$ cat src/rtl/seq_det_pkg.sv
// Shared constants and elaboration-time KMP table builders for the serial pattern detector.
// Tables are packed so they can be held in localparams and indexed directly by the FSM state.
package seq_det_pkg;

  localparam int MAX_PAT_W = 16;
  localparam int DEF_PAT_W = 4;
  localparam logic [DEF_PAT_W-1:0] DEF_PATTERN = 4'b1011;

  // One 5-bit length entry per prefix length / state, enough to hold values 0..16
  typedef logic [MAX_PAT_W-1:0][4:0] kmp_tbl_t;

  // Bit j of the pattern in arrival order (j = 0 is the first bit received)
  function automatic logic pat_bit(input logic [MAX_PAT_W-1:0] pat, input int w, input int j);
    logic [MAX_PAT_W-1:0] s;
    s = pat >> (w - 1 - j);
    return s[0];
  endfunction

  function automatic kmp_tbl_t border_table(input logic [MAX_PAT_W-1:0] pat, input int w);
    kmp_tbl_t brd;
    int k;
    brd = '0;
    k = 0;
    for (int i = 1; i < MAX_PAT_W; i++) begin
      if (i < w) begin
        while (k > 0 && pat_bit(pat, w, i) != pat_bit(pat, w, k)) k = int'(brd[4'(k - 1)]);
        if (pat_bit(pat, w, i) == pat_bit(pat, w, k)) k++;
        brd[4'(i)] = 5'(k);
      end
    end
    return brd;
  endfunction

  // Next matched-prefix length from each state when bit b arrives; value w means a full match
  function automatic kmp_tbl_t next_table(input logic [MAX_PAT_W-1:0] pat, input int w, input logic b);
    kmp_tbl_t brd;
    kmp_tbl_t nxt;
    int j;
    brd = border_table(pat, w);
    nxt = '0;
    for (int k = 0; k < MAX_PAT_W; k++) begin
      if (k < w) begin
        j = k;
        while (j > 0 && pat_bit(pat, w, j) != b) j = int'(brd[4'(j - 1)]);
        if (pat_bit(pat, w, j) == b) j++;
        nxt[4'(k)] = 5'(j);
      end
    end
    return nxt;
  endfunction

endpackage

$ cat src/rtl/seq_det_sat_cnt.sv
// Saturating match counter; clr and rst both zero it, and it never wraps past all ones.
module seq_det_sat_cnt
  import seq_det_pkg::*;
#(
  parameter int CNT_W = 8
) (
  input  logic             clk,
  input  logic             rst,
  input  logic             clr,
  input  logic             inc,
  output logic [CNT_W-1:0] cnt,
  output logic             sat
);

  logic [CNT_W-1:0] r_cnt;

  always_ff @(posedge clk) begin
    if (rst || clr) begin
      r_cnt <= '0;
    end else if (inc && !sat) begin
      r_cnt <= r_cnt + CNT_W'(1);
    end
  end

  always_comb begin
    cnt = r_cnt;
    sat = &r_cnt;
  end

endmodule

$ cat src/rtl/seq_det_p.sv
// Serial pattern detector with KMP progress FSM, registered match pulse and optional counter.
// Define SEQ_DET_CNT_EN to include the saturating match counter; otherwise match_cnt/cnt_sat are 0.
module seq_det_p
  import seq_det_pkg::*;
#(
  parameter int                 PAT_W   = DEF_PAT_W,
  parameter logic [PAT_W-1:0]   PATTERN = PAT_W'(DEF_PATTERN),
  parameter int                 OVERLAP = 1,
  parameter int                 CNT_W   = 8
) (
  input  logic                       clk,
  input  logic                       rst,
  input  logic                       x,
  input  logic                       x_valid,
  input  logic                       clear,
  output logic                       y,
  output logic [$clog2(PAT_W+1)-1:0] prog,
  output logic [CNT_W-1:0]           match_cnt,
  output logic                       cnt_sat
);

  localparam int PW = $clog2(PAT_W + 1);

  if (PAT_W < 2 || PAT_W > MAX_PAT_W) begin : g_badWidth
    $error("seq_det_p: PAT_W must be in 2..16");
  end

  localparam kmp_tbl_t NXT0 = next_table(MAX_PAT_W'(PATTERN), PAT_W, 1'b0);
  localparam kmp_tbl_t NXT1 = next_table(MAX_PAT_W'(PATTERN), PAT_W, 1'b1);
  localparam kmp_tbl_t BRD  = border_table(MAX_PAT_W'(PATTERN), PAT_W);
  localparam int       BORDER = int'(BRD[PAT_W-1]);

  logic [PW-1:0] r_state;
  logic          r_y;
  logic [PW-1:0] w_nextState;
  logic          w_hit;
  logic [3:0]    w_idx;
  logic [4:0]    w_cand;

  always_ff @(posedge clk) begin
    if (rst || clear) begin
      r_state <= '0;
      r_y     <= 1'b0;
    end else begin
      r_state <= w_nextState;
      r_y     <= w_hit;
    end
  end

  // A completed pattern never becomes a state: it restarts from the border (or P0)
  always_comb begin
    w_idx       = 4'(r_state);
    w_cand      = x ? NXT1[w_idx] : NXT0[w_idx];
    w_nextState = r_state;
    w_hit       = 1'b0;
    if (x_valid) begin
      if (w_cand == 5'(PAT_W)) begin
        w_hit       = 1'b1;
        w_nextState = (OVERLAP != 0) ? PW'(BORDER) : '0;
      end else begin
        w_nextState = PW'(w_cand);
      end
    end
  end

  always_comb begin
    y    = r_y;
    prog = r_state;
  end

`ifdef SEQ_DET_CNT_EN
  seq_det_sat_cnt #(
    .CNT_W(CNT_W)
  ) u_cnt (
    .clk(clk),
    .rst(rst),
    .clr(clear),
    .inc(w_hit),
    .cnt(match_cnt),
    .sat(cnt_sat)
  );
`else
  assign match_cnt = '0;
  assign cnt_sat   = 1'b0;
`endif

endmodule

$ cat config.mk
export PLATFORM = sky130hd
export DESIGN_NAME = seq_det_p
export DESIGN_NICKNAME = d
export VERILOG_FILES = /design/src/rtl/seq_det_pkg.sv /design/src/rtl/seq_det_sat_cnt.sv /design/src/rtl/seq_det_p.sv
export SDC_FILE = /design/constraint.sdc
export NUM_CORES = 1
export LEC_CHECK = 0
export ABC_CLOCK_PERIOD_IN_PS = 1000
export BUFFER_PORTS_ARGS = -buffer_cell sky130_fd_sc_hd__buf_2
export CAP_MARGIN = 40
export CORE_AREA = 3 3 40 42
export DETAILED_ROUTE_END_ITERATION = 7
export DIE_AREA = 0 0 43 45
export GPL_ROUTABILITY_DRIVEN = 1
export PLACE_DENSITY = 0.56
export REMOVE_ABC_BUFFERS = 1
export SLEW_MARGIN = 20
export SYNTH_ARGS = -nofsm -noshare
export SYNTH_HDL_FRONTEND = slang
export SYNTH_SLANG_ARGS = --single-unit
$ cat constraint.sdc
create_clock -name clk -period 1 [get_ports clk]
set_input_delay 0.2 -clock clk [delete_from_list [all_inputs] [get_ports clk]]
set_output_delay 0.2 -clock clk [all_outputs]
set_load 0.05 [all_outputs]
==> flow_summary.json, run 1 <==
{
  "drv_cap": 0,
  "htree_levels": 1,
  "numCtsBuffers": 3,
  "grt_max_degree": 8,
  "clk_pin_slew_ns": 0.05,
  "status": "complete, no violations",
  "yosysTopAreaCell": "dfxtp_1",
  "worst_hold_slack_ns": 0.2394,
  "cts.sinks": 8,
  "max-clock-path-buffers": 2,
  "worstHoldStart": "x",
  "min_path_type": "input port to flip-flop",
  "route.vias.total": 290,
  "numPortBuffers": 8,
  "p_int_mw": 0.4862,
  "holdPathEnd": "y",
  "drt_iter0_markers": 4,
  "drtPass1Iterations": 3,
  "fmax_mhz": 1020,
  "io_pins": 18,
  "fill_cells": 133,
  "clkPwrFrac_pct": 34.7,
  "fp.dieW_um": 43,
  "critical_path_required_ns": 1.19,
  "critical_path_arrival_ns": 1.17,
  "power_mw": 0.7063,
  "power_density_nw_per_um2": 1489,
  "die_area_um2": 1935,
  "tns_ns": 0,
  "yosys_warnings": 0,
  "grt_overflow": 0,
  "path_max_fanout": 2,
  "route.antenna.remaining_nets": 0,
  "combinationalPowerShare_pct": 18.5,
  "rsz0062_at_grt": "true",
  "leakagePower_nw": 0.2268,
  "syn_avg_cell_area_um2": 9.613,
  "clock_latency_ns": 0.25,
  "cts_hold_buffers": 0,
  "p_seq_share_pct": 46.9,
  "hpwlAfterDp_um": 493.6,
  "fin_nets": 59,
  "synthDistinctLibCells": 19,
  "reg2reg_slack_ns": 0.02,
  "p_switching_mw": 0.2201,
  "final_util_pct": 36.90,
  "grt_pass1_vias": 242,
  "ys_seq_elements": 8,
  "hold_depth": 3,
  "via_per_inst": 4.328,
  "cts_tree": "built",
  "core_area_um2": 1285,
  "gp_congestion": 0.7829,
  "fin_crit_sh_pct": 98.06,
  "rows": 13,
  "final.setup.worst_slack_ns": 0.01944,
  "drive_gt1_share_pct": 46.15,
  "hold_viol_final": 0,
  "synthTopCellsByArea": "dfxtp_1 (41%), buf_4 (17%), a21oi_2 (6.7%)",
  "dp_slack_ns": -0.08862,
  "synth_top_area_share_pct": 40.63,
  "area_delta_synth_final_pct": 20.32,
  "reg2regPathDepth": 5,
  "swShare_pct": 31.16,
  "wirelength_um": 644,
  "root_buffer": "clkbuf_4",
  "slew_violations": 0,
  "antenna_cells": 0,
  "post-route-drc-count": 0,
  "antenna_found_initial": 0,
  "initial_core_util_pct": 30.67,
  "post_drt_wl_per_cell_um": 9.612,
  "ys_seq_area_share_pct": 40.63,
  "skew_ns": 0.004367,
  "gr-usage-all-layers_pct": 7.519,
  "cp-end-kind": "flip-flop",
  "synthesis.area_um2": 394.1,
  "peakVddDrop_mv": 0.6989,
  "cp-start-kind": "flip-flop",
  "syn_inst": 41,
  "crit_type": "flip-flop to flip-flop",
  "die_y_um": 45,
  "grt_pass1_wl_um": 972,
  "setup_viol": 0,
  "fin_crit_ns": 0.9806
}
worst max-delay path, stage by stage, from the launching register on:
cell,delay [ns]
dfxtp_2,0.31
buf_4,0.13
o211a_1,0.13
mux2i_1,0.17
nor2_1,0.09
a21oi_2,0.09
power groups by stage:
stage / logic (mW) / registers (mW) / clock network [mW]
floorplan: 0.0950 / 0.344 / 0
global placement: 0.126 / 0.336 / 0
detailed placement: 0.126 / 0.336 / 0
CTS: 0.129 / 0.330 / 0.253
global route: 0.136 / 0.331 / 0.273
finish: 0.130 / 0.331 / 0.245
placed cells by master (no fill, tap or decap):
master     instances
dfxtp_2            5
a21oi_2            3
o211ai_2           1
o2bb2ai_1          1
dfxtp_1            3
and3_1             1
mux2i_1            2
nand3_1            1
clkbuf_4           3
conb_1             9
or2_1              1
o21a_2             1
buf_6              3
nand2_1            3
nor4_1             1
and2_1             1
inv_1              1
buf_4              3
nor2_1             3
buf_2              4
o211a_1            1
nor2b_4            1
per-stage QoR:
step / cells / area (um2)
4_1_cts: 67 / 462.9
3_3_place_gp: 63 / 411.6
6_report: 67 / 474.2
3_5_place_dp: 63 / 411.6
2_1_floorplan: 39 / 345.3
5_1_grt: 67 / 474.2
area by class of cell:
type	instances	area, um2	share of cell area [%]
clock buffer	3	22.52	4.749
sequential	8	166.4	35.09
timing repair buffer	10	76.32	16.09
multi-input combinational	30	186.4	39.31
tap	15	18.77	3.958
inverter	1	3.754	0.7916
cells in the mapped netlist:
| cell | instances |
|---|---|
| o2bb2ai_1 | 1 |
| or2_1 | 1 |
| o211ai_2 | 1 |
| a21oi_2 | 3 |
| buf_4 | 9 |
| nor4_1 | 1 |
| and2_1 | 1 |
| nand2_1 | 3 |
| inv_1 | 1 |
| and3_1 | 1 |
| o211a_1 | 1 |
| nor2_1 | 3 |
| buf_6 | 1 |
| dfxtp_1 | 8 |
| nor2b_2 | 1 |
| nand3_1 | 1 |
| mux2i_1 | 2 |
| o21a_2 | 1 |
| conb_1 | 1 |
worst max-delay path by stage:
stage	end	cells after the start
2_1_floorplan	flip-flop	3
3_3_place_gp	flip-flop	5
3_5_place_dp	flip-flop	5
4_1_cts	flip-flop	4
5_1_grt	flip-flop	5
6_report	flip-flop	5
per-layer routing:
| metal | global-route usage (%) | vias up | wire length, um | share of wire [%] |
|---|---|---|---|---|
| met5 | 0 | - | 0 | 0 |
| li1 | - | 140 | - | - |
| met1 | 8.029 | 127 | 296 | 46 |
| met4 | 9.036 | 0 | 28 | 4.3 |
| met3 | 3.586 | 5 | 69 | 11 |
| met2 | 9.880 | 18 | 250 | 39 |
cells by family after synthesis:
| logic type | after synthesis | synth area share, % |
|---|---|---|
| simple gates | 12 | 15.56 |
| buf+inv | 11 | 20.95 |
| flops | 8 | 40.63 |
| compound gates | 7 | 16.83 |
| mux | 2 | 5.080 |
| other cells | 1 | 0.9515 |
repair_timing:
action	in CTS	in global routing
pin swaps	4	5
cloned	0	0
setup endpoints to repair	6	7
setup buffers	1	0
gates resized for setup	9	4
Power figures use the tool's default switching activity.
==> run 2: changes to the inputs <==
--- a/config.mk
+++ b/config.mk
@@ -5,14 +5,15 @@
 export SDC_FILE = /design/constraint.sdc
 export NUM_CORES = 1
 export LEC_CHECK = 0
+export ABC_AREA = 1
 export ABC_CLOCK_PERIOD_IN_PS = 1000
-export BUFFER_PORTS_ARGS = -buffer_cell sky130_fd_sc_hd__buf_2
 export CAP_MARGIN = 40
 export CORE_AREA = 3 3 40 42
 export DETAILED_ROUTE_END_ITERATION = 7
 export DIE_AREA = 0 0 43 45
+export DONT_BUFFER_PORTS = 1
 export GPL_ROUTABILITY_DRIVEN = 1
-export PLACE_DENSITY = 0.56
+export PLACE_DENSITY = 0.5
 export REMOVE_ABC_BUFFERS = 1
 export SLEW_MARGIN = 20
 export SYNTH_ARGS = -nofsm -noshare
==> run 2 against run 1 <==
- sequential power about the same
- maximum frequency increased by 0.92%
- clock power decreased by 2%
- synthesized cell count increased by 44%
- critical path depth decreased by 4
- sequential share of layout area increased by 0.22 points
- highest routed layer unchanged
==> flow_summary.json, run 2 <==
{
  "layout_commonest_cell": "nand2_1",
  "combinationalPowerShare_pct": 18.4,
  "antenna_cells": 0,
  "startpoint": "prog[2]",
  "htree_levels": 1,
  "worstPathCellList": "buf_4",
  "async_reset_ff_share_pct": 0,
  "cts_hold_buffers": 0,
  "route.vias.total": 319,
  "area_delta_synth_final_pct": 14.15,
  "cpMaxStageDelayCell": "dfxtp_1",
  "peakVddDrop_mv": 1.189,
  "synthDistinctLibCells": 12,
  "worst_hold_slack_ns": 0.1028,
  "drt_iter0_markers": 2,
  "cts_tree": "built",
  "grt_pass1_wl_um": 1000,
  "status": "complete, no violations",
  "post_drt_wl_per_cell_um": 8.210,
  "via_per_inst": 3.938,
  "drtPass1Iterations": 2,
  "critical_path_arrival_ns": 0.77,
  "skew_ns": 0.006111,
  "power_density_nw_per_um2": 1509,
  "yosys_warnings": 0,
  "die_y_um": 45,
  "gr-usage-all-layers_pct": 7.435,
  "cp-start-kind": "flip-flop",
  "antenna_found_initial": 0,
  "drive_gt1_share_pct": 25.76,
  "leakagePower_nw": 0.2653,
  "hpwlAfterDp_um": 541.3,
  "cts.sinks": 8,
  "cp-end-kind": "output port",
  "max-clock-path-buffers": 2,
  "reg2reg_slack_ns": 0.09,
  "route.antenna.remaining_nets": 0,
  "fin_crit_sh_pct": 97.17,
  "fp.dieW_um": 43,
  "grt_max_degree": 7,
  "crit_end": "prog[2]",
  "synth.most_common_cell": "nand2_1",
  "fmax_mhz": 1029,
  "synth_top_area_share_pct": 39.38,
  "numCtsBuffers": 3,
  "slew_violations": 0,
  "io_pins": 18,
  "final_util_pct": 36.12,
  "yosysTopAreaCell": "dfxtp_1",
  "ys_seq_area_share_pct": 39.38,
  "ys_seq_elements": 8,
  "post-route-drc-count": 0,
  "clkPwrFrac_pct": 34.4,
  "route.met3.wl_um": 92,
  "slowest_delay_ns": 0.32,
  "rsz0062_at_grt": "false",
  "gp_congestion": 0.7354,
  "syn_inst": 59,
  "fill_cells": 140,
  "synthesis.area_um2": 406.6,
  "highest-signal-layer": "met4",
  "min_path_type": "input port to flip-flop",
  "die_area_um2": 1935,
  "crit_type": "flip-flop to output port",
  "numPortBuffers": 0,
  "wl_met2_um": 313,
  "p_seq_share_pct": 47.2,
  "drv_cap": 0,
  "synth_common_cells": "nand2_1 (13), buf_4 (9), inv_1 (9)",
  "core_area_um2": 1285,
  "path_delay_family": "flip-flops",
  "hold_viol_final": 0,
  "clock_latency_ns": 0.25,
  "synthFlopType": "dfxtp_1",
  "rows": 13,
  "fin_nets": 73,
  "critPathBufInv": 1,
  "grt_overflow": 0,
  "clk_pin_slew_ns": 0.05,
  "grt_pass1_vias": 260,
  "root_buffer": "clkbuf_4",
  "met1Wirelength_um": 253,
  "synthTopCellsByArea": "dfxtp_1 (39%), buf_4 (17%), nand2_1 (12%)",
  "cp_num_cells": 1,
  "cts_setup_buffers": 0,
  "setup_viol": 0,
  "synth-edff-count": 0,
  "syn_avg_cell_area_um2": 6.892,
  "swShare_pct": 30.70,
  "reg2regPathDepth": 7,
  "critical_path_required_ns": 0.80,
  "p_int_mw": 0.4854,
  "fin_crit_ns": 0.9717,
  "path_max_fanout": 2,
  "p_switching_mw": 0.2151,
  "wirelength_um": 665,
  "initial_core_util_pct": 31.65,
  "layout_common_cells": "nand2_1 (13), inv_1 (9), conb_1 (9), nor2_1 (8), dfxtp_1 (5)"
}
==> run 2: changes by cell type after synthesis, moves of 3 or more <==
cell / before / now
a21oi_2: 3 / 0
inv_1: 1 / 9
nand2_1: 3 / 13
nor2_1: 3 / 8
nor2_2: 0 / 3
==> run 2: per-stage QoR <==
stage          TNS [ns]  setup slack, ns  instance area, um2  cells  total power [mW]
2_1_floorplan   -0.5100          -0.1782               369.1     58            0.4477
3_3_place_gp          0          0.05845               425.4     78            0.4606
3_5_place_dp          0          0.04570               425.4     78            0.4606
4_1_cts               0        0.0003186               447.9     81            0.7111
5_1_grt               0        0.0007431               464.2     81            0.7370
6_report              0          0.02834               464.2     81            0.7005
==> run 2: how the worst min path moves through the flow <==
stage | start | to | slack [ns] | cells after the start
global placement | x | y | 0.37 | 2
CTS | x | y | 0.1 | 2
detailed placement | x | y | 0.37 | 2
global route | x | y | 0.12 | 2
finish | x | y | 0.10 | 2
floorplan | x | y | 0.35 | 2
==> run 2: power by group through the flow <==
stage | clock [mW] | sequential, mW | combinational (mW)
6_report | 0.241 | 0.330 | 0.129
5_1_grt | 0.270 | 0.331 | 0.136
4_1_cts | 0.257 | 0.329 | 0.125
3_5_place_dp | 0 | 0.336 | 0.125
3_3_place_gp | 0 | 0.336 | 0.125
2_1_floorplan | 0 | 0.346 | 0.101
==> run 2: cells by family after synthesis <==
logic type,count (synthesis),synth area share (%)
other,1,0.9222
flip-flops,8,39.38
AND/OR/NAND/NOR,29,31.08
AO/OA/AOI/OAI,3,3.691
buffers and inverters,18,24.92
==> run 2: worst reg2reg max path: stages (launching register included) <==
cell,delay [ns]
dfxtp_1,0.32
nand2_2,0.07
nor2_2,0.10
nor2_1,0.06
nor2_2,0.11
nand2_1,0.06
nand2_1,0.06
inv_1,0.03
==> run 2: layout make-up <==
| type | instances | area, um2 | share of cell area, % |
|---|---|---|---|
| clock buffer | 3 | 22.52 | 4.852 |
| inverter | 9 | 33.78 | 7.278 |
| multi-input combinational | 41 | 180.2 | 38.81 |
| sequential | 8 | 163.9 | 35.31 |
| tap | 15 | 18.77 | 4.043 |
| timing repair buffer | 5 | 45.04 | 9.704 |
==> run 2: repair_timing <==
action	4_1_cts	5_1_grt
endpoints found under the setup margin	0	5
gates resized for setup	0	7
endpoints found under the hold margin	0	0
==> run 2: routing by layer <==
metal,track usage [%],up-vias
met1,6.813,131
met2,12.28,15
met4,1.807,0
met3,6.773,2
met5,0,-
li1,-,171
